`src/rtl/rggen_rtl_pkg.sv`:
```
// Shared types for the register access path.
// Host-visible response status and latency counter sizing.
package rggen_rtl_pkg;

  typedef enum logic [1:0] {
    OKAY         = 2'b00,
    SLAVE_ERROR  = 2'b10,
    DECODE_ERROR = 2'b11
  } rggen_status;

  localparam int COUNT_WIDTH = 4;

endpackage

```
`src/rtl/rggen_bit_field_if.sv`:
```
// Bit-field access bundle between a register controller
// and the fields of one register.
interface rggen_bit_field_if #(
  parameter int WIDTH = 32
);

  logic             write_access;
  logic             read_access;
  logic [WIDTH-1:0] write_data;
  logic [WIDTH-1:0] write_mask;
  logic [WIDTH-1:0] read_data;

  modport master (
    output write_access,
    output read_access,
    output write_data,
    output write_mask,
    input  read_data
  );

  modport slave (
    input  write_access,
    input  read_access,
    input  write_data,
    input  write_mask,
    output read_data
  );

endinterface

```
`src/rtl/rggen_access_decoder.sv`:
```
// Address hit and permission check for one register.
// OKAY means the request may proceed to a bit-field access.
module rggen_access_decoder
  import rggen_rtl_pkg::*;
#(
  parameter int                     ADDRESS_WIDTH  = 8,
  parameter logic [ADDRESS_WIDTH-1:0] OFFSET_ADDRESS = '0,
  parameter bit                     READABLE       = 1'b1,
  parameter bit                     WRITABLE       = 1'b1
) (
  input  logic [ADDRESS_WIDTH-1:0] address,
  input  logic                     write,
  output rggen_status              status
);

  always_comb begin
    status = OKAY;
    if (address != OFFSET_ADDRESS) begin
      status = DECODE_ERROR;
    end else if (write && !WRITABLE) begin
      status = SLAVE_ERROR;
    end else if (!write && !READABLE) begin
      status = SLAVE_ERROR;
    end
  end

endmodule

```
`src/rtl/rggen_register_access_ctrl.sv`:
```
// Host request to single bit-field access cycle,
// with fixed read latency and a held response.
module rggen_register_access_ctrl
  import rggen_rtl_pkg::*;
#(
  parameter int                       ADDRESS_WIDTH  = 8,
  parameter logic [ADDRESS_WIDTH-1:0] OFFSET_ADDRESS = '0,
  parameter int                       DATA_WIDTH     = 32,
  parameter logic [DATA_WIDTH-1:0]    VALID_BITS     = '1,
  parameter bit                       READABLE       = 1'b1,
  parameter bit                       WRITABLE       = 1'b1,
  parameter int                       ACCESS_LATENCY = 0
) (
  input  logic                      clk,
  input  logic                      rst,
  input  logic                      i_req_valid,
  output logic                      o_req_ready,
  input  logic [ADDRESS_WIDTH-1:0]  i_req_address,
  input  logic                      i_req_write,
  input  logic [DATA_WIDTH-1:0]     i_req_data,
  input  logic [DATA_WIDTH/8-1:0]   i_req_strobe,
  output logic                      o_rsp_valid,
  input  logic                      i_rsp_ready,
  output logic [1:0]                o_rsp_status,
  output logic [DATA_WIDTH-1:0]     o_rsp_data,
  rggen_bit_field_if.master         bit_field_if
);

  localparam logic [COUNT_WIDTH-1:0] COUNT_INIT =
    (ACCESS_LATENCY == 0) ? '0 :
    COUNT_WIDTH'(ACCESS_LATENCY - 1);

  typedef enum logic [1:0] {
    IDLE,
    ACCESS,
    WAIT,
    RESPONSE
  } state_e;

  state_e                  state;
  state_e                  state_next;
  rggen_status             dec_status;
  rggen_status             status_q;
  logic                    accept;
  logic                    capture;
  logic                    write_q;
  logic [COUNT_WIDTH-1:0]  count;
  logic [DATA_WIDTH-1:0]   wdata_q;
  logic [DATA_WIDTH-1:0]   wmask_q;
  logic [DATA_WIDTH-1:0]   mask_in;
  logic [DATA_WIDTH-1:0]   rsp_data_q;
  logic                    wr_access;
  logic                    rd_access;

  rggen_access_decoder #(
    .ADDRESS_WIDTH  (ADDRESS_WIDTH),
    .OFFSET_ADDRESS (OFFSET_ADDRESS),
    .READABLE       (READABLE),
    .WRITABLE       (WRITABLE)
  ) u_decoder (
    .address (i_req_address),
    .write   (i_req_write),
    .status  (dec_status)
  );

  // Unimplemented bits are never write-enabled.
  for (genvar i = 0; i < DATA_WIDTH / 8; i++) begin : g_mask
    assign mask_in[8*i+:8] =
      {8{i_req_strobe[i]}} & VALID_BITS[8*i+:8];
  end

  always_comb begin
    state_next  = state;
    o_req_ready = 1'b0;
    o_rsp_valid = 1'b0;
    wr_access   = 1'b0;
    rd_access   = 1'b0;
    capture     = 1'b0;
    accept      = 1'b0;
    unique case (state)
      IDLE: begin
        o_req_ready = !rst;
        accept      = i_req_valid && !rst;
        if (accept) begin
          state_next = (dec_status == OKAY) ?
                       ACCESS : RESPONSE;
        end
      end
      ACCESS: begin
        wr_access = write_q;
        rd_access = !write_q;
        if (ACCESS_LATENCY == 0) begin
          capture    = 1'b1;
          state_next = RESPONSE;
        end else begin
          state_next = WAIT;
        end
      end
      WAIT: begin
        if (count == '0) begin
          capture    = 1'b1;
          state_next = RESPONSE;
        end
      end
      RESPONSE: begin
        o_rsp_valid = 1'b1;
        if (i_rsp_ready) begin
          state_next = IDLE;
        end
      end
      default: state_next = IDLE;
    endcase
  end

  always_ff @(posedge clk) begin
    if (rst) begin
      state      <= IDLE;
      write_q    <= 1'b0;
      count      <= '0;
      wdata_q    <= '0;
      wmask_q    <= '0;
      rsp_data_q <= '0;
      status_q   <= OKAY;
    end else begin
      state <= state_next;
      if (accept) begin
        write_q  <= i_req_write;
        status_q <= dec_status;
        if (dec_status != OKAY) begin
          rsp_data_q <= '0;
        end else if (i_req_write) begin
          wdata_q <= i_req_data;
          wmask_q <= mask_in;
        end
      end
      if (state == ACCESS) begin
        count <= COUNT_INIT;
      end else if (state == WAIT) begin
        count <= count - 1'b1;
      end
      if (capture) begin
        status_q   <= OKAY;
        rsp_data_q <= write_q ? '0 :
          (bit_field_if.read_data & VALID_BITS);
      end
    end
  end

  assign o_rsp_status              = status_q;
  assign o_rsp_data                = rsp_data_q;
  assign bit_field_if.write_access = wr_access;
  assign bit_field_if.read_access  = rd_access;
  assign bit_field_if.write_data   = wdata_q;
  assign bit_field_if.write_mask   = wmask_q;

endmodule

```
`src/flat_wrapper.sv`:
```
// flat-port wrapper written by rule: the top's interface ports become plain ports
module rggen_register_access_ctrl_flat import rggen_rtl_pkg::*;
#(
  parameter int                       ADDRESS_WIDTH  = 8,
  parameter logic [ADDRESS_WIDTH-1:0] OFFSET_ADDRESS = '0,
  parameter int                       DATA_WIDTH     = 32,
  parameter logic [DATA_WIDTH-1:0]    VALID_BITS     = '1,
  parameter bit                       READABLE       = 1'b1,
  parameter bit                       WRITABLE       = 1'b1,
  parameter int                       ACCESS_LATENCY = 0
)
  (clk, rst, i_req_valid, o_req_ready, i_req_address, i_req_write, i_req_data, i_req_strobe, o_rsp_valid, i_rsp_ready, o_rsp_status, o_rsp_data, bit_field_if_write_access, bit_field_if_read_access, bit_field_if_write_data, bit_field_if_write_mask, bit_field_if_read_data);
  rggen_bit_field_if #(.WIDTH(32)) bit_field_if_i ();
  input  logic clk;
  input  logic rst;
  input  logic i_req_valid;
  output logic o_req_ready;
  input  logic [ADDRESS_WIDTH-1:0] i_req_address;
  input  logic i_req_write;
  input  logic [DATA_WIDTH-1:0] i_req_data;
  input  logic [DATA_WIDTH/8-1:0] i_req_strobe;
  output logic o_rsp_valid;
  input  logic i_rsp_ready;
  output logic [1:0] o_rsp_status;
  output logic [DATA_WIDTH-1:0] o_rsp_data;
  output wire logic [$bits(bit_field_if_i.write_access)-1:0] bit_field_if_write_access;
  output wire logic [$bits(bit_field_if_i.read_access)-1:0] bit_field_if_read_access;
  output wire logic [$bits(bit_field_if_i.write_data)-1:0] bit_field_if_write_data;
  output wire logic [$bits(bit_field_if_i.write_mask)-1:0] bit_field_if_write_mask;
  input wire logic [$bits(bit_field_if_i.read_data)-1:0] bit_field_if_read_data;
  assign bit_field_if_write_access = bit_field_if_i.write_access;
  assign bit_field_if_read_access = bit_field_if_i.read_access;
  assign bit_field_if_write_data = bit_field_if_i.write_data;
  assign bit_field_if_write_mask = bit_field_if_i.write_mask;
  assign bit_field_if_i.read_data = bit_field_if_read_data;
  rggen_register_access_ctrl #(.ADDRESS_WIDTH(ADDRESS_WIDTH), .OFFSET_ADDRESS(OFFSET_ADDRESS), .DATA_WIDTH(DATA_WIDTH), .VALID_BITS(VALID_BITS), .READABLE(READABLE), .WRITABLE(WRITABLE), .ACCESS_LATENCY(ACCESS_LATENCY)) u_core (.clk(clk), .rst(rst), .i_req_valid(i_req_valid), .o_req_ready(o_req_ready), .i_req_address(i_req_address), .i_req_write(i_req_write), .i_req_data(i_req_data), .i_req_strobe(i_req_strobe), .o_rsp_valid(o_rsp_valid), .i_rsp_ready(i_rsp_ready), .o_rsp_status(o_rsp_status), .o_rsp_data(o_rsp_data), .bit_field_if(bit_field_if_i));
endmodule
```
`config.mk`:
```
export PLATFORM = sky130hd
export DESIGN_NAME = rggen_register_access_ctrl_flat
export DESIGN_NICKNAME = d
export VERILOG_FILES = /design/src/rtl/rggen_rtl_pkg.sv /design/src/rtl/rggen_bit_field_if.sv /design/src/rtl/rggen_access_decoder.sv /design/src/rtl/rggen_register_access_ctrl.sv /design/src/flat_wrapper.sv
export SDC_FILE = /design/constraint.sdc
export NUM_CORES = 1
export LEC_CHECK = 0
export CAP_MARGIN = 10
export CORE_MARGIN = 3
export CORE_UTILIZATION = 36
export CTS_BUF_LIST = sky130_fd_sc_hd__clkbuf_8 sky130_fd_sc_hd__clkbuf_16
export DETAILED_ROUTE_END_ITERATION = 6
export PLACE_DENSITY = 0.79
export SYNTH_ARGS = -nofsm -noshare
export SYNTH_HDL_FRONTEND = slang
export SYNTH_HIERARCHICAL = 1
export SYNTH_SLANG_ARGS = --single-unit
```
`constraint.sdc`:
```
create_clock -name clk -period 2.1 [get_ports clk]
set_input_delay 0.63 -clock clk [delete_from_list [all_inputs] [get_ports clk]]
set_output_delay 0.63 -clock clk [all_outputs]
set_load 0.02 [all_outputs]
```
# Word-level counts from Yosys, hierarchy flattened
# Index checks and enable logic that the tools add are counted.
totals:
  register_bits: 98
  inputBits: 81
  out_inout_bits: 102
  wordCells: 47
op_classes:
  addsub: 1
  n_eq_ne: 6
  mux: 17
  bitwise: 1
  n_reduce_logical: 15
op_table:
  columns: ["op", "n"]
  rows:
  - ["$mux 32", 4]
  - ["$mux 2", 5]
  - ["$pmux 2 s4", 1]
  - ["$reduce_bool 8->1", 1]
  - ["$mux 1", 6]
  - ["$reduce_and 3->1", 2]
  - ["$reduce_bool 2->1", 3]
  - ["$eq 2x2->1 const B", 2]
  - ["$logic_not 2->1", 2]
  - ["$logic_not 4->1", 1]
  - ["$ne 2x1->1 const B", 2]
  - ["$reduce_or 2->1", 2]
  - ["$sub 4x1->4 const B", 1]
  - ["$eq 2x1->1 const B", 1]
  - ["$logic_not 1->1", 2]
  - ["$ne 2x2->1 const B", 1]
  - ["$pmux 1 s2", 1]
  - ["$reduce_and 2->1", 1]
  - ["$logic_and 1x1->1", 1]
  - ["$not 1->1", 1]

# Longest topological paths before layout
# Gate-level depths: netlist (run 1).
depth:
  word_depth: 6
  ltp_mapped: 8
  depth_no_buf: 5

# Cells and area by module
# Netlist (run 1), hierarchy kept.
modules_own_cells:
  columns: ["module", "n_inst", "cells_each", "area_each_um2", "seq_area_each_um2"]
  rows:
  - ["rggen_register_access_ctrl", 1, 391, 3480.8, 1541.5]
  - ["rggen_access_decoder", 1, 4, 23.8, 0.0]

# Worst setup path after synthesis (run 1)
# No wires, ideal clock.
synth_timing:
  path_kind: "input to register"
  start: "in i_req_address[1]"
  end: "reg u_core.wmask_q[7], in the netlist u_core/bit_field_if.write_mask[7]"
  t_arrival_ns: 2.027
  setup_slack_ns: 0.003
  cell_stages: 7
  n_path_buf: 2
  path_cell_list: "nor4_1 nand2_1 buf_4 nor2_1 clkbuf_1 nand3_1 a21oi_1"
synth_via:
  elab_chain_len: 5
synth_lines:
  columns: ["element", "line", "rtl"]
  rows:
  - ["start, declared", "flat_wrapper.sv:18", "input logic [ADDRESS_WIDTH-1:0] i_req_address;"]
  - ["$reduce_bool 8->1", "rggen_access_decoder.sv:18", "if (address != OFFSET_ADDRESS) begin"]
  - ["$mux 2", "rggen_access_decoder.sv:18", null]
  - ["net u_core.dec_status[0]", "rggen_register_access_ctrl.sv:42", "rggen_status dec_status;"]
  - ["$reduce_bool 2->1", "rggen_register_access_ctrl.sv:129", "if (dec_status != OKAY) begin"]
  - ["$not 1->1 (no line)", null, null]
  - ["$reduce_and 3->1 (no line)", null, null]
  - ["end signal, assigned", "rggen_register_access_ctrl.sv:133", "wmask_q <= mask_in;"]
  - ["end, declared", "rggen_register_access_ctrl.sv:49", "logic [DATA_WIDTH-1:0] wmask_q;"]
# The timed path passes the listed nets, and every way through them passes these cells.
# A chain may end at the register's enable or synchronous reset.

# Final worst setup path (run 1)
layout_timing:
  start: "in i_req_address[7]"
  end: "reg u_core.state[1]"
layout_via:
  elab_chain_len: 6
layout_lines:
  columns: ["element", "line", "rtl"]
  rows:
  - ["$reduce_bool 8->1", "rggen_access_decoder.sv:18", null]
  - ["$mux 2", "rggen_access_decoder.sv:18", null]
  - ["net u_core.dec_status[0]", "rggen_register_access_ctrl.sv:42", null]
  - ["$logic_not 2->1", "rggen_register_access_ctrl.sv:85", "state_next = (dec_status == OKAY) ?"]
  - ["$mux 2", "rggen_register_access_ctrl.sv:85", null]
  - ["$mux 2", "rggen_register_access_ctrl.sv:84", "if (accept) begin"]
  - ["$pmux 2 s4", "rggen_register_access_ctrl.sv:80", "unique case (state)"]
  - ["end signal, assigned", "rggen_register_access_ctrl.sv:125", "state <= state_next;"]
  - ["end, declared", "rggen_register_access_ctrl.sv:40", "state_e state;"]
# The timed path passes the listed nets, and every way through them passes these cells. The select of a mux whose other input is x is not followed.

==> impl_metrics.toml, run 1 <==
[status]
run_status = "finished, final reports clean"

[timing]
worst_hold_slack_ns = 0.478
worst_slew_pin_slew_ns = 0.645
final_hold_viol_count = 0
postLayoutSetupSlackWorst_ns = 0.0828
final_setup_violation_count = 0
timing.final.crit_share_pct = 96.1
max_freq_mhz = 496
slew_headroom_pct = 57.0
finalMaxSlewViolations = 0
timing.clock.skew_ns = 0.0114
grt_setup_unrepaired = "false"
timing.final.crit_period_ns = 2.02

[critical_path]
critical_path_peak_fanout = 18
timing.critical_path.slowest_cell_delay_ns = 0.42
cp.buffers_inverters = 3
timing.critical_path.slowest_stage_cell = "clkdlybuf4s50_1"
crit_path_start_kind = "primary input"
critPathCaptureType = "flop"
timing.setup.critical_path_class = "primary input to flop"
cp_cell_sequence = "clkdlybuf4s50_1 > nor4_2 > nand2_2 > buf_6 > nor2_4 > clkbuf_16 > a211o_1 > mux2i_1"
timing.critical_path.max_delay_family = "buffers and inverters"
cp_data_required_time_ns = 2.32
cp_data_arrival_time_ns = 2.24

[cts]
ctsHtreeMaxLevel = 3
cts_root_buffer = "clkbuf_8"
tritoncts.num_buffers = 9
clkTransAtPathRegs_ns = 0.09
clock_tree.buffer_depth = 2
clk-insertion-delay-late_ns = 0.34
post_cts_hold_buffer_count = 0
clock_sinks = 77
cts_tree = "yes"

[synth]
synth_seq_area_share_pct = 44.0
yosys.area.top_type = "dfxtp_1"
post_synth_inst_count = 395
post_synth_main_area_contributors = "dfxtp_1 44%, mux2i_1 9.4%, buf_4 6.9%"
yosysTopAreaCellShare_pct = 44.0
synth_area_sq_um = 3500
synth_fp_nets = 482
synth_cell_type_count = 36
synth_warnings = 6
synth_seq_cells = 77
syn_avg_cell_area_sq_um = 8.87

[global_routing]
grt_overflow_total = 0
vias_in_the_first_global_route = 3384
globalRouteTotalUtil_pct = 18.1
grt_start_max_net_pins = 72
antenna_found_initial = 0
grt_pass1_wl_microns = 16500

[detailed_routing]
firstDrtPassIters = 4
drc = 0
antenna_left = 0
drt_iter0_drc = 118
route.vias.total = 3478
wire_per_inst_microns = 15.7
drt_wl_total_microns = 10700
detail_routed_via_count_per_cell = 5.12

[die]
dieArea_sq_um = 11000
floorplan.die.height_microns = 105
initial_core_utilization_pct = 37.4
core_sq_um = 9370
io-pin-count = 183
die_w_microns = 105
fp-row-count = 35

[hold_path]
worstHoldPathType = "flop to flop"

[place]
gp_congestion = 0.733
placed_cell_area_sq_um = 5300
placement.setup.worst_slack_ns = -0.361
hpwl_microns = 7270
count_of_input_and_output_buffers = 182

[cells_and_area]
fin_area_sq_um = 5650
drive_above_1_share_pct = 8.73
n_antenna_cell = 0
finish.net_count = 632
area_delta_synth_final_pct = 61.1
n_fill_cell = 857

[power]
power_density_nw_per_um2 = 870
leakage_power_nw = 2.50
peakVddDrop_mv = 0.518

[flow_run]
max-cap-violations = 0
## report_power, final
part / switching [mW] / internal (mW)
clock: 0.567 / 0.590
sequential: 0.135 / 1.68
combinational: 0.969 / 0.975
## cell usage in the layout (no fill, tap or decap), drive strengths merged, types with 2 or more instances in the layout
cell	count
mux2	3
nand2	36
inv	6
dlygate4sd2	23
a21oi	37
and3b	2
mux2i	33
clkbuf	14
clkdlybuf4s50	139
nand3	37
nor3	3
nand3b	32
o21ai	37
ha	6
clkinv	4
nor2	6
nor4	2
nand2b	2
xnor2	2
nor2b	2
buf	18
dlymetal6s2s	16
dfxtp	77
## layout make-up
class,instances,area (sq um),area share (%)
timing repair buffer,200,2070,36.7
multi-input combinational,252,1650,29.2
sequential,77,1540,27.3
tap,129,161,2.86
clock buffer,10,138,2.44
clock inverter,6,70.1,1.24
inverter,5,18.8,0.332
## logic make-up (layout without fill, tap and decap cells)
| logic type | count (synthesis) | count (layout) | share of synthesized area (%) |
|---|---|---|---|
| and+or+nand+nor | 129 | 129 | 20.5 |
| AOI/OAI and AO/OA | 78 | 78 | 11.7 |
| DFF | 77 | 77 | 44.0 |
| buffers and inverters | 66 | 221 | 10.6 |
| muxes | 36 | 36 | 10.4 |
| adders and majority gates | 6 | 6 | 2.14 |
| xor gates and xnor gates | 3 | 3 | 0.750 |
## what timing repair did
item,4_1_cts,5_1_grt
cloned,0,3
endpoints found under the setup margin,35,82
gates resized for setup,27,30
setup buffers,0,2
pin swaps,0,5
## worst paths after layout
path | startpoint | to | slack (ns) | cells past startpoint
hold reg to reg | u_core/bit_field_if.write_data[8] | u_core/bit_field_if.write_data[8] | 0.48 | 2
setup / recovery | i_req_address[7] | u_core/state[1] | 0.08 | 8
hold / removal | u_core/bit_field_if.write_data[8] | u_core/bit_field_if.write_data[8] | 0.48 | 2
setup reg to reg | u_core/count[0] | u_core/state[0] | 0.34 | 5
## state kept, by name, summed over array words and instances (netlist names)
signal and flops:
u_core/bit_field_if.write_data 32, u_core/bit_field_if.write_mask 4, u_core/count 4, u_core/o_rsp_data 32, u_core/o_rsp_status 2, u_core/state 2
u_core/write_q 1
## worst reg2reg max path: stages (launching register included)
cell and delay [ns]:
dfxtp_1 0.34, inv_1 0.07, ha_1 0.18, or3b_1 0.36, a222oi_1 0.35, mux2_1 0.36
## stage by stage
stage | setup TNS [ns] | total power, mW | cells | utilization [%]
floorplan | 0 | 2.95 | 395 | -
finish | 0 | 4.91 | 679 | 60.2
global placement | -19.30 | 3.75 | 658 | 56.6
CTS | 0 | 4.96 | 674 | 58.5
detailed placement | -20.88 | 3.79 | 658 | 56.6
global route | 0 | 5.19 | 679 | 60.2
## Yosys cell counts
| cell | count |
|---|---|
| o211ai_1 | 1 |
| nor2_1 | 6 |
| a222oi_1 | 1 |
| o21ai_0 | 28 |
| xnor2_1 | 2 |
| a2111oi_0 | 1 |
| buf_1 | 1 |
| mux2_2 | 2 |
| buf_2 | 2 |
| a21oi_1 | 37 |
| or3b_1 | 1 |
| a211o_1 | 1 |
| mux2_1 | 1 |
| nand3_1 | 37 |
| nor2b_1 | 2 |
| buf_4 | 32 |
| nand4b_1 | 1 |
| o21ai_2 | 1 |
| dfxtp_1 | 77 |
| inv_1 | 5 |
| nand3b_1 | 32 |
| and2_1 | 1 |
| nand2b_1 | 2 |
| and4b_1 | 1 |
| nor4b_1 | 1 |
| xor2_1 | 1 |
| nor4_1 | 2 |
| ha_1 | 6 |
| and3b_1 | 2 |
| nor3_1 | 3 |
| nand2_1 | 36 |
| or2_1 | 1 |
| clkbuf_1 | 26 |
| mux2i_1 | 33 |
| and4bb_4 | 1 |
| o21ai_1 | 8 |
## routing by layer
layer | global-route usage (%) | part of all wire [%] | vias up
met4 | 7.03 | 1.6 | 0
met1 | 22.1 | 42 | 1650
li1 | - | - | 1651
met2 | 29.6 | 47 | 160
met5 | 0 | 0 | -
met3 | 5.93 | 9.0 | 17
Note: power is estimated with default switching activity, not from simulation.
==> run 2, diff against run 1 <==
==> constraint.sdc (replaced) <==
create_clock -name clk -period 2.1 [get_ports clk]
set_input_delay 0.21 -clock clk [delete_from_list [all_inputs] [get_ports clk]]
set_output_delay 0.21 -clock clk [all_outputs]
set_load 0.02 [all_outputs]
==> impl_metrics.toml, run 2 (synthesis gave the netlist of run 1 again) <==
[place]
count_of_input_and_output_buffers = 182
hpwl_microns = 7260
gp_congestion = 0.716

[critical_path]
critPathCaptureType = "output pin"
cp_cell_sequence = "inv_1 > ha_1 > nor2b_1 > clkdlybuf4s50_1"
critical_path_peak_fanout = 4
cp_data_arrival_time_ns = 1.80
timing.critical_path.slowest_stage_cell = "clkdlybuf4s50_1"
cp_data_required_time_ns = 1.89
cp.buffers_inverters = 2
timing.critical_path.max_delay_family = "buffers and inverters"
timing.critical_path.slowest_cell_delay_ns = 0.65
crit_path_start_kind = "flop"
timing.setup.critical_path_class = "flop to output pin"

[die]
die_w_microns = 105
fp-row-count = 35
core_sq_um = 9370
initial_core_utilization_pct = 37.4
floorplan.die.height_microns = 105
dieArea_sq_um = 11000
io-pin-count = 183

[cells_and_area]
final_cell_mix = "181 x clkdlybuf4s50_1, 77 x dfxtp_1, 37 x nand3_1, 37 x a21oi_1, 36 x nand2_1"
most_common_cell_after_layout_fill_and_taps_aside = "clkdlybuf4s50_1"
n_antenna_cell = 0
final-seq-area_sq_um = 1540
area_delta_synth_final_pct = 57.7
finish.net_count = 625
n_fill_cell = 843
drive_above_1_share_pct = 6.08
multi_input_comb_area_sq_um = 1610
finalCoreUtilization_pct = 59.0

[detailed_routing]
route.vias.total = 3381
drt_wl_total_microns = 10300
antenna_left = 0
wire_per_inst_microns = 15.4
detail_routed_via_count_per_cell = 5.03
drc = 0
firstDrtPassIters = 5
drt_iter0_drc = 137

[power]
peakVddDrop_mv = 0.517
power_density_nw_per_um2 = 917
leakage_power_nw = 2.10
report.power.total_mw = 5.07

[timing]
final_setup_violation_count = 0
grt_setup_unrepaired = "false"
timing.clock.skew_ns = 0.00527
finalMaxSlewViolations = 0
worst_slew_pin_slew_ns = 0.504
max_freq_mhz = 497
total_negative_slack_for_setup_checks_ns = 0
timing.final.crit_share_pct = 95.8
timing.final.crit_period_ns = 2.01
slew_headroom_pct = 66.4
final_hold_viol_count = 0

[hold_path]
worstHoldPathType = "primary input to flop"

[global_routing]
grt_overflow_total = 0
grt_pass1_wl_microns = 16700
vias_in_the_first_global_route = 3426
antenna_found_initial = 0
grt_start_max_net_pins = 55
globalRouteTotalUtil_pct = 18.3

[cts]
ctsResizeCount = 0
clock_sinks = 77
ctsHtreeMaxLevel = 3
cts_tree = "yes"
clock_tree.buffer_depth = 2
post_cts_hold_buffer_count = 0
clkTransAtPathRegs_ns = 0.08
tritoncts.num_buffers = 9
post-cts-setup-buffer-count = 0
clk-insertion-delay-late_ns = 0.34
cts_root_buffer = "clkbuf_8"

[flow_run]
max-cap-violations = 0

[status]
run_status = "finished, final reports clean"
[run 2: cell types whose count changed in the layout (fill, tap and decap cells not counted), sizes merged]
cell / previous run / this run
bufinv: 1 / 3
clkinvlp: 0 / 1
clkdlybuf4s50: 139 / 181
buf: 18 / 12
clkinv: 4 / 2
clkbuf: 14 / 9
dlymetal6s2s: 16 / 0
dlygate4sd2: 23 / 0
[run 2: through the flow]
step	hold WS, ns	worst slack, ns	area [sq um]	std cells
global placement	0.459	0.121	5290	656
detailed placement	0.471	0.0816	5290	656
CTS	0.370	0.0460	5530	672
finish	0.392	0.0872	5530	672
floorplan	0.349	0.423	3500	395
global route	0.398	0.00769	5530	672
[run 2: layer usage]
layer / vias to the layer above / GRT usage [%] / part of all wire (%)
met4: 0 / 6.65 / 2.0
li1: 1626 / - / -
met5: - / 0 / 0
met2: 158 / 29.8 / 47
met1: 1583 / 21.8 / 41
met3: 14 / 7.23 / 10
[run 2: final cells by class]
cell class,instances,area share (%)
Timing Repair Buffer,193,35.5
Multi-Input combinational cell,252,29.0
Sequential cell,77,27.9
Tap cell,129,2.92
Clock buffer,9,2.24
Clock inverter,7,2.08
Inverter,5,0.340
[run 2: worst paths after layout]
path | slack (ns) | to | start | cells past startpoint
worst min register to register | 0.48 | u_core/bit_field_if.write_data[21] | u_core/bit_field_if.write_data[21] | 2
worst min-delay path | 0.39 | u_core/bit_field_if.write_data[17] | rst | 3
worst max register to register | 0.30 | u_core/state[0] | u_core/count[0] | 5
worst max-delay path | 0.09 | o_req_ready | u_core/state[0] | 4
[run 2: where the power goes]
| group | leakage (nW) | internal (mW) | switching (mW) |
|---|---|---|---|
| Sequential | 0.624 | 1.68 | 0.136 |
| Clock | 0.121 | 0.785 | 0.544 |
| Combinational | 1.35 | 0.967 | 0.960 |
[run 2: tightest hold or removal path: stages]
cell and delay (ns):
buf_2 0.13, buf_4 0.22, a21oi_1 0.13
